**src/rtl/imem_loader_arb_if.sv**
```systemverilog
// Bundles the fetch, loader and instruction-memory signals of imem_loader_arb.
// The slave modport is the arbiter's view; the master modport is the surrounding
// fetch stage, loader source and memory instance.
interface imem_loader_arb_if #(
  parameter int unsigned AWIDTH        = 32,
  parameter int unsigned DWIDTH        = 32,
  parameter int unsigned LOG2_MEM_SIZE = 8
);

  localparam int unsigned LWIDTH = LOG2_MEM_SIZE + 2;

  // fetch stage
  logic              i_fetch_rq;
  logic [AWIDTH-1:0] i_fetch_pc;
  logic [DWIDTH-1:0] o_fetch_data;
  logic              o_fetch_valid;
  logic              o_stall;

  // loader stream
  logic              i_ld_start;
  logic [AWIDTH-1:0] i_ld_base;
  logic [LWIDTH-1:0] i_ld_len;
  logic              i_ld_valid;
  logic [DWIDTH-1:0] i_ld_data;
  logic              o_ld_ready;
  logic              o_ld_busy;
  logic              o_ld_done;
  logic              o_ld_err;

  // instruction memory port
  logic              o_mem_rq;
  logic              o_mem_rnw;
  logic [AWIDTH-1:0] o_mem_addr;
  logic [DWIDTH-1:0] o_mem_wdata;
  logic [DWIDTH-1:0] i_mem_rdata;

  modport slave (
    input  i_fetch_rq, i_fetch_pc,
    input  i_ld_start, i_ld_base, i_ld_len, i_ld_valid, i_ld_data,
    input  i_mem_rdata,
    output o_fetch_data, o_fetch_valid, o_stall,
    output o_ld_ready, o_ld_busy, o_ld_done, o_ld_err,
    output o_mem_rq, o_mem_rnw, o_mem_addr, o_mem_wdata
  );

  modport master (
    output i_fetch_rq, i_fetch_pc,
    output i_ld_start, i_ld_base, i_ld_len, i_ld_valid, i_ld_data,
    output i_mem_rdata,
    input  o_fetch_data, o_fetch_valid, o_stall,
    input  o_ld_ready, o_ld_busy, o_ld_done, o_ld_err,
    input  o_mem_rq, o_mem_rnw, o_mem_addr, o_mem_wdata
  );

endinterface

```
**src/rtl/imem_loader_arb.sv**
```systemverilog
// Instruction-memory port arbiter: fetch reads pass straight through while idle;
// an accepted load start hands the port to the loader, which writes a burst of
// words at consecutive addresses while fetch is stalled.
module imem_loader_arb #(
  parameter int unsigned AWIDTH        = 32,
  parameter int unsigned DWIDTH        = 32,
  parameter int unsigned LOG2_MEM_SIZE = 8
) (
  input logic              i_clk,
  input logic              i_reset,
  imem_loader_arb_if.slave bus
);

  localparam int unsigned LWIDTH    = LOG2_MEM_SIZE + 2;
  localparam int unsigned MEM_WORDS = 2 << LOG2_MEM_SIZE;
  // one spare bit so base word index + length cannot overflow the range check
  localparam int unsigned CWIDTH    = AWIDTH + 1;

  typedef enum logic [1:0] {
    S_IDLE = 2'd0,
    S_LOAD = 2'd1,
    S_DONE = 2'd2
  } state_t;

  state_t            state;
  logic [AWIDTH-1:0] addr_q;
  logic [LWIDTH-1:0] remaining_q;
  logic              ld_ready_q;
  logic              ld_busy_q;
  logic              ld_done_q;
  logic              ld_err_q;

  logic [CWIDTH-1:0] end_word_c;
  logic              start_bad_c;
  logic              last_word_c;

  // Range/alignment check on the start request: the burst must end at or below MEM_WORDS.
  always_comb begin
    end_word_c  = CWIDTH'(bus.i_ld_base >> 2) + CWIDTH'(bus.i_ld_len);
    start_bad_c = (bus.i_ld_base[1:0] != 2'b00) || (end_word_c > CWIDTH'(MEM_WORDS));
    last_word_c = (remaining_q == LWIDTH'(1));
  end

  // Load sequencer: state, burst address/count and registered loader status flags.
  always_ff @(posedge i_clk) begin
    if (i_reset) begin
      state       <= S_IDLE;
      addr_q      <= '0;
      remaining_q <= '0;
      ld_ready_q  <= 1'b0;
      ld_busy_q   <= 1'b0;
      ld_done_q   <= 1'b0;
      ld_err_q    <= 1'b0;
    end else begin
      ld_err_q <= 1'b0;
      case (state)
        S_IDLE: begin
          if (bus.i_ld_start) begin
            if (start_bad_c) begin
              ld_err_q <= 1'b1;
            end else if (bus.i_ld_len == '0) begin
              state     <= S_DONE;
              ld_busy_q <= 1'b1;
              ld_done_q <= 1'b1;
            end else begin
              state       <= S_LOAD;
              addr_q      <= bus.i_ld_base;
              remaining_q <= bus.i_ld_len;
              ld_busy_q   <= 1'b1;
              ld_ready_q  <= 1'b1;
            end
          end
        end
        S_LOAD: begin
          // further start pulses are ignored here; only the handshake advances the burst
          if (bus.i_ld_valid) begin
            addr_q      <= addr_q + AWIDTH'(4);
            remaining_q <= remaining_q - LWIDTH'(1);
            if (last_word_c) begin
              state      <= S_DONE;
              ld_ready_q <= 1'b0;
              ld_done_q  <= 1'b1;
            end
          end
        end
        S_DONE: begin
          state     <= S_IDLE;
          ld_done_q <= 1'b0;
          ld_busy_q <= 1'b0;
        end
        default: begin
          state      <= S_IDLE;
          ld_ready_q <= 1'b0;
          ld_busy_q  <= 1'b0;
          ld_done_q  <= 1'b0;
        end
      endcase
    end
  end

  // Port steering: fetch passes through combinationally in IDLE, loader writes in LOAD.
  always_comb begin
    bus.o_mem_rq      = 1'b0;
    bus.o_mem_rnw     = 1'b1;
    bus.o_mem_addr    = '0;
    bus.o_mem_wdata   = '0;
    bus.o_fetch_valid = 1'b0;
    bus.o_stall       = 1'b0;
    case (state)
      S_IDLE: begin
        bus.o_mem_rq      = bus.i_fetch_rq;
        bus.o_mem_addr    = bus.i_fetch_pc;
        bus.o_fetch_valid = bus.i_fetch_rq;
      end
      S_LOAD: begin
        bus.o_mem_rq    = bus.i_ld_valid;
        bus.o_mem_rnw   = 1'b0;
        bus.o_mem_addr  = addr_q;
        bus.o_mem_wdata = bus.i_ld_data;
        bus.o_stall     = bus.i_fetch_rq;
      end
      S_DONE: begin
        bus.o_stall = bus.i_fetch_rq;
      end
      default: begin
        bus.o_stall = bus.i_fetch_rq;
      end
    endcase
  end

  // Fetch data is the memory read data unconditionally; validity is qualified separately.
  always_comb begin
    bus.o_fetch_data = bus.i_mem_rdata;
  end

  // Registered loader status out to the interface.
  always_comb begin
    bus.o_ld_ready = ld_ready_q;
    bus.o_ld_busy  = ld_busy_q;
    bus.o_ld_done  = ld_done_q;
    bus.o_ld_err   = ld_err_q;
  end

endmodule

```
**src/flat_wrapper.sv**
```systemverilog
// flat-port wrapper written by rule: the top's interface ports become plain ports
module imem_loader_arb_flat 
#(
  parameter int unsigned AWIDTH        = 32,
  parameter int unsigned DWIDTH        = 32,
  parameter int unsigned LOG2_MEM_SIZE = 8
)
  (i_clk, i_reset, bus_i_fetch_rq, bus_i_fetch_pc, bus_i_ld_start, bus_i_ld_base, bus_i_ld_len, bus_i_ld_valid, bus_i_ld_data, bus_i_mem_rdata, bus_o_fetch_data, bus_o_fetch_valid, bus_o_stall, bus_o_ld_ready, bus_o_ld_busy, bus_o_ld_done, bus_o_ld_err, bus_o_mem_rq, bus_o_mem_rnw, bus_o_mem_addr, bus_o_mem_wdata);
  imem_loader_arb_if #(.AWIDTH(AWIDTH), .DWIDTH(DWIDTH), .LOG2_MEM_SIZE(LOG2_MEM_SIZE)) bus_i ();
  input logic i_clk;
  input logic i_reset;
  input wire logic [$bits(bus_i.i_fetch_rq)-1:0] bus_i_fetch_rq;
  input wire logic [$bits(bus_i.i_fetch_pc)-1:0] bus_i_fetch_pc;
  input wire logic [$bits(bus_i.i_ld_start)-1:0] bus_i_ld_start;
  input wire logic [$bits(bus_i.i_ld_base)-1:0] bus_i_ld_base;
  input wire logic [$bits(bus_i.i_ld_len)-1:0] bus_i_ld_len;
  input wire logic [$bits(bus_i.i_ld_valid)-1:0] bus_i_ld_valid;
  input wire logic [$bits(bus_i.i_ld_data)-1:0] bus_i_ld_data;
  input wire logic [$bits(bus_i.i_mem_rdata)-1:0] bus_i_mem_rdata;
  output wire logic [$bits(bus_i.o_fetch_data)-1:0] bus_o_fetch_data;
  output wire logic [$bits(bus_i.o_fetch_valid)-1:0] bus_o_fetch_valid;
  output wire logic [$bits(bus_i.o_stall)-1:0] bus_o_stall;
  output wire logic [$bits(bus_i.o_ld_ready)-1:0] bus_o_ld_ready;
  output wire logic [$bits(bus_i.o_ld_busy)-1:0] bus_o_ld_busy;
  output wire logic [$bits(bus_i.o_ld_done)-1:0] bus_o_ld_done;
  output wire logic [$bits(bus_i.o_ld_err)-1:0] bus_o_ld_err;
  output wire logic [$bits(bus_i.o_mem_rq)-1:0] bus_o_mem_rq;
  output wire logic [$bits(bus_i.o_mem_rnw)-1:0] bus_o_mem_rnw;
  output wire logic [$bits(bus_i.o_mem_addr)-1:0] bus_o_mem_addr;
  output wire logic [$bits(bus_i.o_mem_wdata)-1:0] bus_o_mem_wdata;
  assign bus_i.i_fetch_rq = bus_i_fetch_rq;
  assign bus_i.i_fetch_pc = bus_i_fetch_pc;
  assign bus_i.i_ld_start = bus_i_ld_start;
  assign bus_i.i_ld_base = bus_i_ld_base;
  assign bus_i.i_ld_len = bus_i_ld_len;
  assign bus_i.i_ld_valid = bus_i_ld_valid;
  assign bus_i.i_ld_data = bus_i_ld_data;
  assign bus_i.i_mem_rdata = bus_i_mem_rdata;
  assign bus_o_fetch_data = bus_i.o_fetch_data;
  assign bus_o_fetch_valid = bus_i.o_fetch_valid;
  assign bus_o_stall = bus_i.o_stall;
  assign bus_o_ld_ready = bus_i.o_ld_ready;
  assign bus_o_ld_busy = bus_i.o_ld_busy;
  assign bus_o_ld_done = bus_i.o_ld_done;
  assign bus_o_ld_err = bus_i.o_ld_err;
  assign bus_o_mem_rq = bus_i.o_mem_rq;
  assign bus_o_mem_rnw = bus_i.o_mem_rnw;
  assign bus_o_mem_addr = bus_i.o_mem_addr;
  assign bus_o_mem_wdata = bus_i.o_mem_wdata;
  imem_loader_arb #(.AWIDTH(AWIDTH), .DWIDTH(DWIDTH), .LOG2_MEM_SIZE(LOG2_MEM_SIZE)) u_core (.i_clk(i_clk), .i_reset(i_reset), .bus(bus_i));
endmodule
```
**config.mk**
```make
export PLATFORM = sky130hd
export DESIGN_NAME = imem_loader_arb_flat
export DESIGN_NICKNAME = d
export VERILOG_FILES = /design/src/rtl/imem_loader_arb_if.sv /design/src/rtl/imem_loader_arb.sv /design/src/flat_wrapper.sv
export SDC_FILE = /design/constraint.sdc
export NUM_CORES = 1
export LEC_CHECK = 0
export ABC_AREA = 1
export CAP_MARGIN = 20
export CORE_AREA = 4 4 107 130
export CTS_BUF_LIST = sky130_fd_sc_hd__clkbuf_4
export DETAILED_ROUTE_END_ITERATION = 10
export DIE_AREA = 0 0 111 134
export PLACE_DENSITY = 0.79
export SYNTH_ARGS = -nofsm -noshare
export SYNTH_HDL_FRONTEND = slang
export SYNTH_SLANG_ARGS = --single-unit
export TNS_END_PERCENT = 10
```
**constraint.sdc**
```tcl
create_clock -name i_clk -period 2.65 [get_ports i_clk]
set_input_delay 0.265 -clock i_clk [delete_from_list [all_inputs] [get_ports i_clk]]
set_output_delay 0.265 -clock i_clk [all_outputs]
set_load 0.01 [all_outputs]
```
After elaboration in Yosys (flattened, before gate mapping) --
Cells that the tools add are included. W data, S select, Z words.
Storage, ports and cells: bits in registers 48, input bits 143, output and inout port bits 104, word-level logic and storage cells 73
Operators by class: equality and inequality tests 9, multiplexer cells 38, bitwise gates (word level) 4, magnitude comparators 1, reduce and logical (&&, ||, !) cells 11, add/sub/neg operators 3
Operators with widths (number):
- $mux W32 | 5
- $pmux W32 S2 | 2
- $mux W10 | 4
- $gt A33 B10 Y1 const B | 1
- $add A32 B3 Y32 const B | 1
- $add A30 B10 Y31 | 1
- $pmux W10 S2 | 1
- $mux W1 | 16
- $eq A10 B1 Y1 const B | 1
- $logic_not A10 Y1 | 1
- $mux W2 | 5
- $reduce_and A5 Y1 | 2
- $sub A10 B1 Y10 const B | 1
- $ne A2 B2 Y1 const B | 4
- $pmux W1 S2 | 3
- $reduce_and A6 Y1 | 1
- $ne A2 B1 Y1 const B | 2
- $not A1 Y1 | 4
- $pmux W2 S2 | 1
- $reduce_and A4 Y1 | 1
- $reduce_bool A2 Y1 | 2
- $pmux W1 S3 | 1
- $reduce_and A3 Y1 | 1
- $reduce_or A3 Y1 | 1
- 4 further kinds | 4

Logic depth before layout (Yosys ltp) --
Gate-level depths: netlist of the first run.
word-level depth 6, mapped depth 21, gate-level depth less buffers 20

Least setup slack after synthesis of the first run --
OpenSTA, ideal clock, no wires.
path kind input to register, from input bus_i_ld_len[0], to register u_core.addr_q[23], stages on the path 18, path slack 0.190 ns, arrival 2.346 ns, path through ha_1 > inv_1 > fa_1 > inv_1 > nand3_1 > nand2_1 > nand3_1 > nand3_1 > xor2_1 > nand2_1 > nor2_1 > nand3_1 > nor2_2 > nand4_4 > buf_6 > buf_6 > a21oi_2 > nor2_1
On the way: longest elaborated chain between the ends 5, elaborated cells between the ends (all ways) 7, classes of those cells add/sub: 1; order compare: 1; eq/ne: 2; reduce/logical: 3
Ends and longest elaborated chain:
- from (decl) | RTL line flat_wrapper.sv:16 | input wire logic [$bits(bus_i.i_ld_len)-1:0] bus_i_ld_len;
- $add A30 B10 Y31 | RTL line imem_loader_arb.sv:39 | end_word_c = CWIDTH'(bus.i_ld_base >> 2) + CWIDTH'(bus.i_ld_len);
- $gt A33 B10 Y1 | RTL line imem_loader_arb.sv:40 | start_bad_c = (bus.i_ld_base[1:0] != 2'b00) || (end_word_c > CWIDTH'(MEM_WORDS));
- $logic_or A1 B1 Y1 | RTL line imem_loader_arb.sv:40
- $ne A2 B2 Y1 (no line)
- $reduce_and A5 Y1 (no line) *
- to (signal assigned) | RTL line imem_loader_arb.sv:67 | addr_q <= bus.i_ld_base;
- to (signal assigned) | RTL line imem_loader_arb.sv:77 | addr_q <= addr_q + AWIDTH'(4);
- to (decl) | RTL line imem_loader_arb.sv:26 | logic [AWIDTH-1:0] addr_q;
Every way passes the cells marked *; elsewhere a longest branch is shown, timed or not. A chain may end at the register's enable or synchronous reset.

Final worst setup path of the first run --
from input bus_i_ld_len[1], to register u_core.addr_q[11]
Same word-level chain as after synthesis.

==> out/metrics.cfg, run 1 <==
[outcome]
status = complete, no violations

[placed_design]
dp_worst_setup_slack_ns = -0.596
dpl.hpwl_um = 14400
place_congestion = 0.948
dp_cells = 1368
io_buffer_count = 182

[pwr]
cellLeakagePower_nw = 3.93
ir_drop_mv = 0.328
powerDensity_nw_per_um2 = 255

[sta]
final.setup.worst_slack_ns = 0.122
maxSlewHeadroom_pct = 66.5
hold_viol = 0
rsz0062_at_grt = true
fmax_mhz = 396
fin_skew_ns = 0.0102
fin_crit_sh_pct = 95.4
setup_viol = 0
drv_slew = 0
period_minus_slack_ns = 2.53
worstMarginPinSlew_ns = 0.501

[detailed_routing]
num_vias = 6934
ant_nets = 0
wl_met1_um = 7580
post_drt_via_cell_ratio = 5.00
drt-total-wl_um = 18500
first_pass_iters = 5
dr_wl_met3_um = 1190
drcViolationCount = 0
drtIter0Drc = 536
routed.top_layer = met4
wl_met2_um = 9400
wire_per_inst_um = 13.4

[synthesis]
seq_area_frac_synth_pct = 17.5
synthesis.nets = 1175
postSynthCellCount = 1018
synth-main-ff-cell = dfxtp_1
synth_area_um2 = 5480
ys_ff_latch = 48
synth_area_per_cell_um2 = 5.39
synth_cell_types = 46
synth_edf_count = 0
yosysWarnings = 0
ys_async_sr_fraction_pct = 0

[critical_path]
reg2reg_from = u_core.addr_q[3]
timing.rr.end = u_core.addr_q[30]
cp-start-kind = input port
r2r_slack_ns = 0.24
worstPathArrival_ns = 2.83
required_ns = 2.95
path_class = input port to flip-flop
crit_fanout = 6
endpoint_kind = flip-flop
rr_worst_depth = 12

[final_layout]
final_common_cell = nand2_1
fin_cells = 1387
layout-drive-gt1-share_pct = 12.9
area_delta_synth_final_pct = 48.2
final_cell_mix = nand2_1 (284), clkdlybuf4s50_1 (162), inv_1 (160)
finish.utilization_pct = 64.7
fin_nets = 1378

[clock_tree]
h-tree-depth = 2
cts_buffer_depth = 2
tritoncts = built
cts.sinks = 48
insertion_delay_ns = 0.38
cts_hold_buffers = 0
cts_inserted_buffers = 5
cts-root-buf = clkbuf_4
clk_pin_slew_ns = 0.15

[grt]
antenna_found_initial = 1
overflow = 0
grt_pass1_vias = 6473
grt_max_degree = 42
grt_pass1_wl_um = 29900
track_usage_pct = 23.8

[worst_hold_path]
whs_endpoint = u_core.addr_q[2]
hp-class = input port to flip-flop
min_from = bus_i_ld_base[2]
hold_path_depth = 5

[floorplan]
start_util_pct = 43.7
coreArea_um2 = 12600
io_pins = 247
die_width_um = 111
die_y_um = 134
rows = 45
dieArea_um2 = 14900

[run]
max_cap_violations = 0

## metrics by stage
step	setup TNS (ns)	total power, mW	hold WS [ns]	instance area, µm²
CTS	0	2.05	0.390	8030
finish	0	2.07	0.260	8130
detailed placement	-25.70	1.39	0.448	7700
global route	-0.508	2.18	0.300	8130
global placement	-24.11	1.38	0.434	7700
floorplan	0	1.06	0.327	5480
## cell type report
cell class | instances | area [µm²]
timing repair buffer | 266 | 2530
fill | 1168 | 4430
antenna | 1 | 2.50
inverter | 167 | 627
clock buffer | 5 | 37.5
multi-input combinational | 733 | 3670
tap | 164 | 205
clock inverter | 3 | 90.1
sequential | 48 | 962
## synth_stat cells (all sizes together) (4+ instances only)
| cell type | count | area, µm² |
|---|---|---|
| nand2 | 297 | 1130 |
| a21oi | 41 | 235 |
| xor2 | 5 | 43.8 |
| nor3 | 20 | 116 |
| inv | 166 | 623 |
| clkbuf | 21 | 78.8 |
| o221ai | 6 | 52.6 |
| dfxtp | 48 | 961 |
| a21boi | 4 | 30.0 |
| nand4 | 14 | 103 |
| nand3 | 85 | 435 |
| a31oi | 4 | 25.0 |
| o21ai | 40 | 200 |
| nor2 | 169 | 659 |
| nor4 | 5 | 31.3 |
| o211ai | 7 | 52.6 |
| ha | 13 | 163 |
| buf | 49 | 344 |
## power breakdown
part           leakage, nW  switching [mW]  total [mW]  internal [mW]
Sequential           0.387        0.000175       0.723          0.723
Clock               0.0654           0.261       0.650          0.389
Combinational         3.48           0.317       0.699          0.382
## metal layers
metal	vias to the layer above	global-route usage, %
met1	3073	28.9
met5	-	0
met4	0	6.78
met3	44	3.47
li1	3566	-
met2	251	43.6
## sequential cells by signal, summed over array words and instances, names as in the netlist
name / flops
u_core.bus.o_ld_err: 1
u_core.bus.o_ld_done: 1
u_core.bus.o_ld_busy: 1
u_core.remaining_q: 10
u_core.state: 2
u_core.bus.o_ld_ready: 1
u_core.addr_q: 32
## logic make-up (layout without fill, tap and decap cells)
| logic type | count (synthesis) | in the layout | share of synthesized area (%) |
|---|---|---|---|
| AND/OR/NAND/NOR | 598 | 598 | 46.2 |
| buffers and inverters | 237 | 441 | 19.1 |
| AO/OA/AOI/OAI | 112 | 112 | 12.3 |
| XOR/XNOR | 8 | 8 | 1.28 |
| adder cells (fa/ha/maj) | 14 | 14 | 3.33 |
| flip-flops | 48 | 48 | 17.5 |
| multiplexers | 1 | 1 | 0.205 |
| other | 0 | 1 | 0 |
## critical path, stage by stage
cell and delay, ns:
dlygate4sd2_1 0.24, inv_2 0.07, fa_2 0.55, inv_1 0.04, nor2_1 0.10, nand2_1 0.07, a21oi_1 0.11, nand3_1 0.09
nor2_1 0.11, nand3_1 0.10, nand2_2 0.09, nand3_2 0.08, nor3_4 0.24, nand4_4 0.19, nand2_8 0.18, clkbuf_16 0.16
nand2_1 0.05, nand2_1 0.06, nor2_1 0.04
## timing repair
item | in CTS | in global routing
gates cloned | 2 | 1
endpoints found under the setup margin | 47 | 50
buffers inserted | 3 | 5
pin swaps | 7 | 23
resized for setup | 43 | 25
## how the worst max path moves through the flow
stage               startpoint               endpoint  slack (ns)  cells after the start
2_1_floorplan  bus_i_ld_len[0]      u_core.addr_q[23]        0.19                     18
3_3_place_gp   bus_i_ld_len[0]  u_core.remaining_q[3]       -0.54                     18
3_5_place_dp   bus_i_ld_len[0]  u_core.remaining_q[3]       -0.60                     18
4_1_cts        bus_i_ld_len[2]  u_core.remaining_q[0]        0.01                     21
5_1_grt        bus_i_ld_len[1]      u_core.addr_q[12]       -0.04                     21
6_report       bus_i_ld_len[1]      u_core.addr_q[11]        0.12                     19
Note: power is estimated with default switching activity, not from simulation.
==> run 2: changes to the inputs <==
CORE_AREA = 4 4 112 136   (was 4 4 107 130)
DIE_AREA = 0 0 116 140   (was 0 0 111 134)
PLACE_DENSITY = 0.75   (was 0.79)
clock period = 2.1 ns   (was 2.65 ns; I/O delays follow)
==> out/metrics.cfg, run 2 (synthesis gave the netlist of run 1 again) <==
[outcome]
status = finished, violations left
violations = setup timing

[critical_path]
reg2reg_from = u_core.addr_q[2]
cp_top_family = simple AND/OR/NAND/NOR gates
startpoint = bus_i_ld_base[2]
crit_chain = buf_8, ha_4, inv_2, fa_2, inv_2, nor2_2, nand2_2, a21oi_2, nand3_2, nor2_2, nand3_1, nand2_1, nand3_2, nor3_4, nand4_4, buf_12, buf_4, buf_16, nand3_1, nand2_1, nor2_1
endpoint_kind = flip-flop
path_class = input port to flip-flop
cp-start-kind = input port
required_ns = 2.45
r2r_slack_ns = -0.06
rr_worst_depth = 12
crit_fanout = 5
slowest_delay_ns = 0.54
timing.rr.end = u_core.addr_q[30]
worstPathArrival_ns = 2.80
path_depth = 21
timing.critical_path.buf_inv = 6
critical-path-slowest-cell = fa_2
crit_end = u_core.addr_q[21]

[detailed_routing]
post_drt_via_cell_ratio = 5.07
drcViolationCount = 0
drt-total-wl_um = 21500
ant_nets = 0
wire_per_inst_um = 14.7
drtIter0Drc = 750
num_vias = 7423
first_pass_iters = 8

[clock_tree]
cts.sinks = 48
tritoncts = built
insertion_delay_ns = 0.40
cts-root-buf = clkbuf_4
h-tree-depth = 2
cts_buffer_depth = 2
clk_pin_slew_ns = 0.17
cts_hold_buffers = 0
cts_inserted_buffers = 5

[pwr]
powerDensity_nw_per_um2 = 295
ir_drop_mv = 0.291
totalPowerFinal_mw = 2.63
cellLeakagePower_nw = 4.54

[final_layout]
fin_area_um2 = 8920
n_fill_cell = 1268
top_register = u_core.addr_q
final_cell_mix = nand2_1 (258), inv_1 (155), nor2_1 (148)
layout-drive-gt1-share_pct = 24.4
largestRegisters = u_core.addr_q: 32 flops, u_core.remaining_q: 10 flops, u_core.state: 2 flops
fin_nets = 1444
finish.utilization_pct = 63.5
largest_reg_flops = 32
fin_cells = 1464
final_common_cell = nand2_1
area_delta_synth_final_pct = 62.7

[floorplan]
die_y_um = 140
io_pins = 247
rows = 48
die_width_um = 116
dieArea_um2 = 16200
start_util_pct = 39.0
coreArea_um2 = 14100

[grt]
track_usage_pct = 24.9
grt_pass1_wl_um = 33500
grt_max_degree = 57
antenna_found_initial = 1
overflow = 0
grt_pass1_vias = 6969

[sta]
maxSlewHeadroom_pct = 67.4
fin_setup_tns_ns = -13.79
period_minus_slack_ns = 2.45
fin_crit_sh_pct = 117
fin_skew_ns = 0.0101
fmax_mhz = 408
rsz0062_at_grt = true
drv_slew = 0
worstMarginPinSlew_ns = 0.484
hold_slack_ns = 0.212
hold_viol = 0
final.setup.worst_slack_ns = -0.352
setup_viol = 48

[run]
max_cap_violations = 0

[placed_design]
dp_worst_setup_slack_ns = -1.04
place_area_um2 = 8180
dpl.hpwl_um = 15100
dp_cells = 1433
place_congestion = 0.984
io_buffer_count = 182

[worst_hold_path]
min_from = bus_i_ld_base[2]
hp-class = input port to flip-flop

==> run 2: worst min-delay path by stage <==
stage | endpoint | cells after the start
4_1_cts | u_core.addr_q[2] | 5
2_1_floorplan | u_core.bus.o_ld_ready | 1
3_5_place_dp | bus_o_fetch_data[26] | 0
6_report | u_core.addr_q[2] | 5
3_3_place_gp | bus_o_fetch_data[26] | 0
5_1_grt | u_core.addr_q[9] | 4
==> run 2: cell type report <==
| class | instances | area [µm²] | share of cell area [%] |
|---|---|---|---|
| clock inverter | 3 | 68.8 | 0.771 |
| tap | 175 | 219 | 2.45 |
| timing repair buffer | 331 | 3050 | 34.2 |
| multi-input combinational | 734 | 3950 | 44.2 |
| antenna | 1 | 2.50 | 0.0281 |
| inverter | 167 | 629 | 7.05 |
| clock buffer | 5 | 37.5 | 0.421 |
| sequential | 48 | 971 | 10.9 |
==> run 2: metal layers <==
layer / up-vias / track usage (%) / wire length [µm]
met2: 304 / 44.0 / 10900
met1: 3367 / 31.4 / 8420
li1: 3688 / - / -
met3: 64 / 2.33 / 1510
met5: - / 0 / 0
met4: 0 / 8.31 / 709
==> run 2: worst min-delay path: cells and delay by family <==
kind / cells / cell delay (ns)
buf+inv: 1 / 0.08
compound gates: 1 / 0.08
simple gates: 3 / 0.21
==> run 2: power breakdown <==
group	internal (mW)	switching (mW)
Combinational	0.518	0.462
Sequential	0.912	0.000260
Clock	0.375	0.367
==> run 2: timing repair <==
action | in CTS | in global routing
pin swaps | 34 | 9
setup buffers | 10 | 6
gates resized for setup | 248 | 34
gates cloned | 5 | 1
setup endpoints to repair | 114 | 50
